===== src/rtl/ssd_uart_dump.sv =====
// Results-BRAM reader: walks addresses 0..DEPTH-1, prefetching one byte ahead,
// and streams a 2-byte sync header plus the disparities out as back-to-back 8N1.
module ssd_uart_dump #(
    parameter int         DEPTH        = 12800,
    parameter int         CLKS_PER_BIT = 868,
    parameter int         READ_LATENCY = 2,
    parameter logic [7:0] SYNC0        = 8'hA5,
    parameter logic [7:0] SYNC1        = 8'h5A,
    localparam int        AW           = (DEPTH > 1) ? $clog2(DEPTH) : 1,
    localparam int        TW           = (CLKS_PER_BIT > 1) ? $clog2(CLKS_PER_BIT) : 1
) (
    input  logic          clk_in,
    input  logic          rst_in,
    input  logic          start_in,
    output logic [AW-1:0] addr_out,
    output logic          rd_en_out,
    input  logic [7:0]    data_in,
    output logic          busy_out,
    output logic          done_out,
    output logic          uart_txd
);

    typedef enum logic [2:0] {IDLE, HDR0, HDR1, DATA, FINISH} state_t;

    localparam logic [AW-1:0] LAST_ADDR = AW'(DEPTH - 1);
    localparam logic [TW-1:0] BIT_LAST  = TW'(CLKS_PER_BIT - 1);

    state_t                  state, state_nxt;
    logic [TW-1:0]           bit_tmr;
    logic [3:0]              bit_idx;
    logic [7:0]              shift_q;
    logic [7:0]              hold;
    logic [AW-1:0]           tx_addr;
    logic [READ_LATENCY-1:0] vld_p;

    logic          bit_tick, byte_end;
    logic          load, issue, tx_addr_clr, tx_addr_inc;
    logic [7:0]    load_byte, hold_fwd;
    logic [AW-1:0] issue_addr;

    assign bit_tick = (bit_tmr == BIT_LAST);
    assign byte_end = bit_tick && (bit_idx == 4'd9);
    // A capture landing on the same edge as the shifter load is forwarded directly.
    assign hold_fwd = vld_p[READ_LATENCY-1] ? data_in : hold;

    always_ff @(posedge clk_in) begin
        if (rst_in) state <= IDLE;
        else        state <= state_nxt;
    end

    always_comb begin
        state_nxt   = state;
        load        = 1'b0;
        load_byte   = SYNC0;
        issue       = 1'b0;
        issue_addr  = addr_out;
        tx_addr_clr = 1'b0;
        tx_addr_inc = 1'b0;
        busy_out    = 1'b0;
        done_out    = 1'b0;
        case (state)
            IDLE: begin
                if (start_in) begin
                    state_nxt = HDR0;
                    load      = 1'b1;
                    load_byte = SYNC0;
                end
            end
            HDR0: begin
                busy_out = 1'b1;
                if (byte_end) begin
                    state_nxt  = HDR1;
                    load       = 1'b1;
                    load_byte  = SYNC1;
                    issue      = 1'b1;
                    issue_addr = '0;
                end
            end
            HDR1: begin
                busy_out = 1'b1;
                if (byte_end) begin
                    state_nxt   = DATA;
                    load        = 1'b1;
                    load_byte   = hold_fwd;
                    tx_addr_clr = 1'b1;
                    issue       = (DEPTH > 1);
                    issue_addr  = AW'(1);
                end
            end
            DATA: begin
                busy_out = 1'b1;
                if (byte_end) begin
                    if (tx_addr == LAST_ADDR) begin
                        state_nxt = FINISH;
                    end else begin
                        load        = 1'b1;
                        load_byte   = hold_fwd;
                        tx_addr_inc = 1'b1;
                        // addr_out already points one past tx_addr; stop at the last entry
                        issue       = (addr_out != LAST_ADDR);
                        issue_addr  = addr_out + AW'(1);
                    end
                end
            end
            FINISH: begin
                done_out  = 1'b1;
                state_nxt = IDLE;
            end
            default: state_nxt = IDLE;
        endcase
    end

    always_ff @(posedge clk_in) begin
        if (rst_in) begin
            uart_txd  <= 1'b1;
            bit_tmr   <= '0;
            bit_idx   <= '0;
            tx_addr   <= '0;
            addr_out  <= '0;
            rd_en_out <= 1'b0;
            vld_p     <= '0;
        end else begin
            rd_en_out <= issue;
            if (issue) addr_out <= issue_addr;
            vld_p[0] <= rd_en_out;
            for (int i = 1; i < READ_LATENCY; i++) vld_p[i] <= vld_p[i-1];
            if (tx_addr_clr)      tx_addr <= '0;
            else if (tx_addr_inc) tx_addr <= tx_addr + AW'(1);
            if (load) begin
                uart_txd <= 1'b0;
                bit_tmr  <= '0;
                bit_idx  <= '0;
            end else if (busy_out) begin
                if (bit_tick) begin
                    bit_tmr <= '0;
                    if (bit_idx == 4'd9) begin
                        bit_idx <= '0;
                    end else begin
                        bit_idx  <= bit_idx + 4'd1;
                        uart_txd <= (bit_idx == 4'd8) ? 1'b1 : shift_q[0];
                    end
                end else begin
                    bit_tmr <= bit_tmr + TW'(1);
                end
            end
        end
    end

    always_ff @(posedge clk_in) begin
        if (load)
            shift_q <= load_byte;
        else if (busy_out && bit_tick && bit_idx < 4'd8)
            shift_q <= {1'b0, shift_q[7:1]};
        if (vld_p[READ_LATENCY-1]) hold <= data_in;
    end

endmodule


===== config.mk =====
export PLATFORM = sky130hd
export DESIGN_NAME = ssd_uart_dump
export DESIGN_NICKNAME = d
export VERILOG_FILES = /design/src/rtl/ssd_uart_dump.sv
export SDC_FILE = /design/constraint.sdc
export NUM_CORES = 1
export LEC_CHECK = 0
export BUFFER_PORTS_ARGS = -buffer_cell sky130_fd_sc_hd__buf_2
export CAP_MARGIN = 20
export CORE_AREA = 2 2 72 92
export DETAILED_ROUTE_END_ITERATION = 10
export DIE_AREA = 0 0 74 94
export PLACE_DENSITY = 0.71
export SLEW_MARGIN = 5
export SYNTH_ARGS = -nofsm -noshare
export SYNTH_HDL_FRONTEND = slang
export SYNTH_SLANG_ARGS = --single-unit

===== constraint.sdc =====
create_clock -name clk_in -period 8 [get_ports clk_in]
set_clock_uncertainty 0.2 [all_clocks]
set_input_delay 0.4 -clock clk_in [delete_from_list [all_inputs] [get_ports clk_in]]
set_output_delay 0.4 -clock clk_in [all_outputs]
set_load 0.1 [all_outputs]

==> results of run 1 <==
==> power groups by stage <==
stage / registers [uW] / logic [uW] / clock network [uW]
after global placement: 348 / 35.7 / 0
final: 341 / 37.0 / 329
after global routing: 342 / 40.4 / 351
after CTS: 341 / 36.7 / 337
after floorplan: 350 / 26.1 / 0
after detailed placement: 348 / 36.4 / 0
==> worst max path at each step <==
stage                     depth (start not counted)         end        from
after global routing                              8  shift_q[1]  tx_addr[0]
after CTS                                         7  shift_q[1]  tx_addr[0]
final                                             8  shift_q[7]  tx_addr[0]
after detailed placement                          7  shift_q[7]  tx_addr[0]
after global placement                            7  shift_q[5]  tx_addr[0]
after floorplan                                   2    done_out    state[2]
==> logic make-up (layout without fill, tap and decap cells) <==
family | after synthesis | in the layout | share of synthesized area (%)
AOI/OAI and AO/OA | 64 | 64 | 14.5
xor gates and xnor gates | 23 | 23 | 6.78
adders and majority gates | 3 | 3 | 1.26
DFF | 65 | 65 | 46.5
muxes | 10 | 10 | 3.71
buffers and inverters | 19 | 54 | 3.07
and+or+nand+nor | 135 | 135 | 24.2
==> per-stage QoR <==
step	hold WS, ns	power [uW]
2_1_floorplan	0.214	376
3_3_place_gp	0.220	384
3_5_place_dp	0.232	385
4_1_cts	0.0838	715
5_1_grt	0.0998	733
6_report	0.104	707
==> worst max-delay path: cells and delay by family (launching register included) <==
kind            cells  cell delay (ns)
compound gates      3             1.15
simple gates        3             0.83
flops               1             0.36
buf+inv             1             0.22
fa+ha+maj           1             0.20
==> Yosys cell counts (2+ instances only) <==
| master | instances | area, um2 |
|---|---|---|
| buf_4 | 5 | 37.5 |
| and4_1 | 4 | 35.0 |
| or4_1 | 6 | 45.0 |
| inv_1 | 7 | 26.3 |
| nand4_1 | 8 | 50.1 |
| and3_1 | 8 | 50.1 |
| dfxtp_1 | 57 | 1140 |
| xnor2_1 | 3 | 26.3 |
| mux2_2 | 8 | 90.1 |
| a21oi_2 | 2 | 17.5 |
| nor2b_1 | 5 | 31.3 |
| o2bb2ai_1 | 4 | 35.0 |
| ha_1 | 3 | 37.5 |
| nor3_1 | 7 | 35.0 |
| o31ai_1 | 5 | 37.5 |
| nand3b_1 | 2 | 15.0 |
| a21oi_1 | 27 | 135 |
| edfxtp_1 | 8 | 240 |
| nand2_1 | 24 | 90.1 |
| nand4b_1 | 2 | 17.5 |
| mux2i_1 | 2 | 20.0 |
| clkbuf_1 | 5 | 18.8 |
| xor2_1 | 20 | 175 |
| o21ai_0 | 12 | 60.1 |
| nand3_1 | 15 | 75.1 |
| nor2_1 | 33 | 124 |
| o211ai_1 | 4 | 30.0 |
| and2_1 | 3 | 18.8 |
| or3_1 | 10 | 62.6 |
==> state kept, by name, summed over array words and instances, names as in the netlist <==
signal	count
hold	8
shift_q	8
bit_idx	4
addr_out	14
tx_addr	14
rd_en_out	1
uart_txd	1
state	3
bit_tmr	10
vld_p	2
==> metal layers <==
layer / share of wire [%] / vias up
li1: - / 1218
met1: 48 / 1120
met2: 47 / 46
met3: 3.5 / 7
met4: 1.9 / 0
met5: 0 / -
==> cell type report <==
class	instances	area [um2]
clock inverters	6	106
fillers	529	2640
repair buffers	30	153
well taps	85	106
clock buffers	10	128
multi-input cells	235	1500
inverters	8	30.0
flip-flops and latches	65	1380
==> reports/metrics.yaml, run 1 <==
cells_and_area:
  nets: 363
  instances_no_fill: 439
  layout_common_cells: "57 x dfxtp_1, 33 x nor2_1, 29 x buf_2, 27 x a21oi_1, 24 x nand2_1"
  area_growth_syn_to_layout_pct: 14.5
  drive_gt1_share_pct: 17.2
  insertedDiodeCount: 0
  layout_commonest_cell: "dfxtp_1"
  fin_util_pct: 56.3
  fin_area_um2: 3400
setup_path:
  reg2reg_depth: 8
  required_ns: 7.90
  worst_path_max_delay_cell: "o21ai_1"
  crit_fanout: 12
  r2r_end: "shift_q[7]"
  cp-end-kind: "register"
  r2r-start: "tx_addr[0]"
  critPathLaunchType: "register"
  critPathKind: "register to register"
  ff2ff_setup_slack_ns: 4.79
  cp.arrival_ns: 3.11
  max_stage_delay_ns: 0.69
  crit_chain: "ha_1, nand4b_1, nor3_1, a21oi_2, o21ai_1, and2_1, o21ai_0, buf_2"
worst_hold_path:
  whs_path_depth: 2
  min_to: "hold[3]"
  hold_start: "data_in[3]"
  hold_path_class: "input port to register"
die:
  dieArea_um2: 6960
  floorplan.rows: 32
  core_um2: 6050
  start_util_pct: 49.2
  die_w_um: 74
  ioPinCount: 29
  die_h_um: 94
logic_synthesis:
  synth_warnings: 0
  ys_ff_latch: 65
  synth.distinct_cells: 49
  synth_edf_count: 8
  async_reset_ff_share_pct: 0
  synth_flop_cell: "dfxtp_1"
  avgSynthCellArea_um2: 9.32
  netlist_instances: 319
  yosysSeqAreaShare_pct: 46.5
  synth_area_um2: 2970
  syn_nets: 333
placed_design:
  dp_hpwl_mm: 4.02
  port_buffers: 28
  gp_congestion: 0.812
  placed_cells: 422
  placed_area_um2: 3160
  place_ws_ns: 4.64
pwr:
  ir_drop_mv: 0.0987
  p_leak_uw: 0.00129
  switchingPower_uw: 154
  switching_share_pct: 21.7
  power.share.clock_pct: 46.5
  p_seq_share_pct: 48.2
  p_int_uw: 554
  pwr-share-comb_pct: 5.2
  p_per_area_nw_per_um2: 208
clock_tree:
  postCtsHoldBufs: 0
  cts_tree: "built"
  clk_pin_slew_ns: 0.07
  clockBufferDepth: 2
  cts_setup_buffers: 0
  numClockSinks: 65
  cts_made_buffers: 9
  htreeDepth: 3
  cts-root-buf: "clkbuf_8"
  insertion_delay_ns: 0.34
  cts_resized: 0
grt:
  antenna_found_initial: 0
  busiest_layer: "met2"
  first_global_vias: 2244
  use_met3_pct: 4.72
  grt_pass1_wl_mm: 9.84
  use_met1_pct: 22.7
  grt.total_usage_pct: 18.2
  grt_max_degree: 15
  met2_usage_pct: 29.2
  overflow: 0
drt:
  dr.pass1.iters: 4
  vias: 2391
  drcViolationCount: 0
  viasPerCell: 5.45
  drt-total-wl_mm: 5.73
  drtAntennaViolNets: 0
  drt-initial-drc-count: 155
  wl_per_cell_um: 13.1
run:
  cap_viol_max_count: 0
sta:
  final_hold_viol_count: 0
  slew_viol_final: 0
  rsz0062_at_grt: "no"
  tightest_slew_ns: 0.794
  max_slew_margin_pct: 46.7
  layout_worst_path_cycle_share_pct: 40.1
  fin_ws_ns: 4.79
  post-route-min-period_ns: 3.21
  setup_tns_ns: 0
  finalSetupViolations: 0
  clock.fmax_mhz: 311
status:
  status: "completed"
(Power assumes the default switching activity.)
==> run 2, diff against run 1 <==
- ABC_AREA: unset -> 1
- CORE_AREA: 2 2 72 92 -> 2 2 80 101
- DIE_AREA: 0 0 74 94 -> 0 0 82 103
- PLACE_DENSITY: 0.71 -> 0.72
- clock period: 8 -> 2.7 ns (I/O delays scaled with it)
==> reports/metrics.yaml, run 2 <==
status:
  status: "completed"
drt:
  dr.pass1.iters: 4
  drt-total-wl_mm: 7.78
  vias: 3326
  viasPerCell: 5.10
  drcViolationCount: 0
  wl_per_cell_um: 11.9
  drt-initial-drc-count: 103
  drtAntennaViolNets: 0
clock_tree:
  cts_made_buffers: 9
  insertion_delay_ns: 0.35
  numClockSinks: 65
  cts_setup_buffers: 0
  clk_pin_slew_ns: 0.08
  clockBufferDepth: 2
  cts_tree: "built"
  cts-root-buf: "clkbuf_8"
  htreeDepth: 3
setup_path:
  crit_chain: "ha_1, nand2_2, nor2_4, nand4_4, nor2_8, nand3_4, nand2_2, inv_4, o21ai_1"
  worst_path_max_delay_cell: "dfxtp_1"
  cp.arrival_ns: 2.18
  cpMostUsedCell: "nand2_2"
  critPathTopFamily: "simple AND/OR/NAND/NOR gates"
  critPathKind: "register to register"
  max_stage_delay_ns: 0.37
  required_ns: 2.49
  crit_fanout: 9
  critPathLaunchType: "register"
  cp-end-kind: "register"
  critPathBufInv: 1
logic_synthesis:
  synth_top_area_share_pct: 31.4
  synth_warnings: 0
  yosys-top-cells-count: "116 x nand2_1, 72 x nor2_1, 57 x dfxtp_1, 56 x inv_1, 39 x nand3_1"
  synth.distinct_cells: 41
  yosysTopAreaCell: "dfxtp_1"
  synth_area_um2: 3630
  avgSynthCellArea_um2: 7.11
  ys_ff_latch: 65
  synth_edf_count: 8
  syn_nets: 524
  synth_flop_cell: "dfxtp_1"
  post-synth-top-count-cell: "nand2_1"
  async_reset_ff_share_pct: 0
  netlist_instances: 510
  yosysSeqAreaShare_pct: 38.1
  ys_top_cells_by_area: "dfxtp_1 31%, nand2_1 12%, nor2_1 7.4%"
pwr:
  p_per_area_nw_per_um2: 602
  p_total_uw: 2500
  ir_drop_mv: 0.482
  p_leak_uw: 0.00166
cells_and_area:
  insertedDiodeCount: 0
  drive_gt1_share_pct: 18.3
  nets: 566
  layout_common_cells: "116 x nand2_1, 72 x nor2_1, 57 x dfxtp_1, 56 x inv_1, 39 x nand3_1"
  instances_no_fill: 652
  area_growth_syn_to_layout_pct: 14.5
  layout_commonest_cell: "nand2_1"
  reg_top3: "addr_out (14), tx_addr (14), bit_tmr (10)"
placed_design:
  port_buffers: 28
  gp_congestion: 0.839
  placed_cells: 627
  dp_hpwl_mm: 5.68
sta:
  max_slew_margin_pct: 55.6
  layout_worst_path_cycle_share_pct: 88.8
  tightest_slew_ns: 0.661
  final_hold_viol_count: 0
  finalSetupViolations: 0
  rsz0062_at_grt: "no"
  post-route-min-period_ns: 2.40
  clock.fmax_mhz: 417
  slew_viol_final: 0
  setup_tns_ns: 0
  hold_ws_ns: 0.128
run:
  cap_viol_max_count: 0
grt:
  first_global_vias: 3044
  grt_pass1_wl_mm: 13.1
  grt.total_usage_pct: 20.1
  antenna_found_initial: 0
  grt_max_degree: 17
  overflow: 0
die:
  floorplan.rows: 36
  die_w_um: 82
  ioPinCount: 29
  start_util_pct: 47.9
  dieArea_um2: 8450
  core_um2: 7570
  die_h_um: 103
worst_hold_path:
  hold_path_class: "input port to register"
## run 2: cell types whose count changed after synthesis, sizes merged, moves of 6 or more
cell,previous run,this run
inv,7,60
nor2,34,81
and3,8,1
mux2,8,0
nand3,15,43
a21oi,29,36
nand3b,2,8
nand2,24,135
or4,6,0
or3,10,0
xor2,20,12
## run 2: timing repair
action	in CTS	in global routing
resized for setup	0	1
endpoints found under the setup margin	0	8
hold endpoints to repair	17	0
hold buffers	9	0
## run 2: cell type report
type / instances / area, um2
fill: 736 / 3410
multi-input combinational: 373 / 1950
sequential: 65 / 1380
timing repair buffer: 42 / 268
inverter: 61 / 231
clock buffer: 9 / 124
tap: 95 / 119
clock inverter: 7 / 77.6
## run 2: routing by layer
layer / part of all wire, % / global-route usage [%] / up-vias
met4: 2.8 / 11.0 / 0
met5: 0 / 0 / -
met2: 50 / 33.5 / 54
met1: 44 / 24.7 / 1532
li1: - / - / 1722
met3: 2.5 / 2.71 / 18
## run 2: logic make-up (layout without fill, tap and decap cells)
kind of cell | count (synthesis) | after routing | share of synthesized area (%)
and+or+nand+nor | 290 | 290 | 38.3
buffers and inverters | 72 | 119 | 8.07
DFF | 65 | 65 | 38.1
AOI/OAI and AO/OA | 63 | 63 | 10.4
xor gates and xnor gates | 17 | 17 | 4.10
adders and majority gates | 3 | 3 | 1.03
## run 2: worst min-delay path: stages
cell     delay (ns)
buf_2          0.10
nor3_1         0.06
nor2_1         0.13
nand4_1        0.10
nand2_1        0.07
nor2_1         0.03
## run 2: per-stage QoR
stage | setup WS (ns) | utilization (%) | instance area, um2
global placement | 0.278 | 51.1 | 3860
finish | 0.302 | 54.9 | 4160
global route | 0.0421 | 54.9 | 4160
CTS | 0.223 | 54.9 | 4160
floorplan | 0.0834 | - | 3630
detailed placement | 0.193 | 51.1 | 3860
## run 2: power by group
| group | total [uW] | switching [uW] | internal, uW |
|---|---|---|---|
| sequential | 1120 | 38.5 | 1080 |
| combinational | 544 | 399 | 145 |
| clock | 842 | 409 | 434 |
| total | 2500 | 846 | 1660 |
## run 2: worst paths after layout
kind,from,cells after the start,slack [ns],endpoint
min reg2reg,vld_p[0],2,0.20,vld_p[1]
max reg2reg,bit_tmr[0],9,0.30,shift_q[7]
max,bit_tmr[0],9,0.30,shift_q[7]
min,start_in,6,0.13,state[1]
==> run 3, diff against run 2 <==
- GPL_TIMING_DRIVEN: unset -> 0
==> reports/metrics.yaml, run 3 (synthesis results as in run 2) <==
setup_path:
  r2r_end: "shift_q[7]"
  crit_fanout: 8
  reg2reg_depth: 7
  cp.arrival_ns: 2.12
  critPathKind: "register to register"
  ff2ff_setup_slack_ns: 0.39
  cp-end-kind: "register"
  r2r-start: "bit_tmr[0]"
  required_ns: 2.51
  critPathLaunchType: "register"
cells_and_area:
  layout_common_cells: "116 x nand2_1, 72 x nor2_1, 57 x dfxtp_1, 56 x inv_1, 39 x nand3_1"
  nFillCells: 759
  drive_gt1_share_pct: 18.3
  area_growth_syn_to_layout_pct: 16.3
  insertedDiodeCount: 0
  reg_top3: "addr_out (14), tx_addr (14), bit_tmr (10)"
  layout_commonest_cell: "nand2_1"
  instances_no_fill: 657
  nets: 571
clock_tree:
  clockBufferDepth: 2
  insertion_delay_ns: 0.35
  numClockSinks: 65
  htreeDepth: 3
  cts_setup_buffers: 0
  cts-root-buf: "clkbuf_8"
  cts_made_buffers: 9
  clk_pin_slew_ns: 0.08
  cts_tree: "built"
sta:
  setup_tns_ns: 0
  rsz0062_at_grt: "no"
  slew_viol_final: 0
  tightest_slew_ns: 0.688
  layout_worst_path_cycle_share_pct: 85.5
  finalSetupViolations: 0
  post-route-min-period_ns: 2.31
  final_hold_viol_count: 0
  clock.fmax_mhz: 433
  fin_ws_ns: 0.390
  max_slew_margin_pct: 54.1
die:
  start_util_pct: 47.9
  dieArea_um2: 8450
  ioPinCount: 29
  floorplan.rows: 36
  core_um2: 7570
  die_w_um: 82
  die_h_um: 103
status:
  status: "completed"
grt:
  met2_usage_pct: 33.8
  overflow: 0
  grt_pass1_wl_mm: 13.2
  use_met3_pct: 4.29
  first_global_vias: 3010
  grt_max_degree: 13
  busiest_layer: "met2"
  antenna_found_initial: 0
  use_met1_pct: 25.0
  grt.total_usage_pct: 20.2
placed_design:
  dp_hpwl_mm: 5.69
  placed_cells: 632
  gp_congestion: 0.857
  place_ws_ns: -0.128
  port_buffers: 27
drt:
  drcViolationCount: 0
  drt-total-wl_mm: 7.73
  drt-initial-drc-count: 120
  dr.pass1.iters: 5
  vias: 3292
  viasPerCell: 5.01
  drtAntennaViolNets: 0
  wl_per_cell_um: 11.8
pwr:
  ir_drop_mv: 0.521
  p_per_area_nw_per_um2: 636
  p_leak_uw: 0.00169
worst_hold_path:
  hold_path_class: "input port to register"
  whs_path_depth: 6
  min_to: "state[1]"
  hold_start: "start_in"
run:
  cap_viol_max_count: 0
==> run 3: cell type report <==
cell class	instances	area, um2	share of cell area [%]
buffer	11	61.3	1.45
clock buffer	10	128	3.02
clock inverter	6	116	2.76
inverter	61	231	5.48
multi-input combinational	373	1960	46.4
sequential	65	1380	32.7
tap	95	119	2.82
timing repair buffer	36	225	5.34
==> run 3: timing repair <==
item,4_1_cts,5_1_grt
hold buffers,9,0
hold endpoints to repair,13,0
resized for setup,1,1
endpoints found under the setup margin,8,8
pin swaps,0,0
==> run 3: worst max-delay path by stage <==
| stage | startpoint | end | slack, ns | cells after the start |
|---|---|---|---|---|
| detailed placement | bit_tmr[0] | shift_q[7] | -0.13 | 7 |
| finish | bit_tmr[0] | shift_q[7] | 0.39 | 7 |
| global route | bit_tmr[0] | shift_q[2] | 0.17 | 7 |
| CTS | bit_tmr[0] | shift_q[7] | 0.14 | 7 |
| floorplan | state[1] | shift_q[0] | 0.08 | 8 |
| global placement | bit_tmr[0] | shift_q[7] | -0.06 | 7 |
==> run 3: stage by stage <==
stage / util [%] / instance area, um2 / power (uW) / hold WS [ns]
finish: 55.8 / 4220 / 2680 / 0.170
global route: 55.8 / 4220 / 2820 / 0.196
CTS: 55.7 / 4220 / 2700 / 0.119
detailed placement: 51.3 / 3880 / 1670 / 0.157
global placement: 51.3 / 3880 / 1660 / 0.155
floorplan: - / 3630 / 1560 / 0.0591
==> run 3: per-layer routing <==
| metal | wire length [um] | share of wire, % |
|---|---|---|
| met2 | 3810 | 49 |
| met1 | 3540 | 46 |
| met4 | 149 | 1.9 |
| met3 | 231 | 3.0 |
| met5 | 0 | 0 |
==> run 3: worst max-delay path, stage by stage, from the launching register on <==
cell and delay [ns]:
dfxtp_1 0.37, ha_1 0.20, nand2_2 0.08, nor2_4 0.14, nand4_4 0.14, nor2_1 0.29
inv_1 0.17, o21ai_2 0.38
==> run 3: power by group <==
part | leakage (uW) | internal [uW] | total (uW) | switching, uW
combinational | 0.00103 | 145 | 550 | 405
sequential | 0.000539 | 1080 | 1120 | 37.8
clock | 0.000121 | 618 | 1020 | 400
total | 0.00169 | 1840 | 2680 | 842
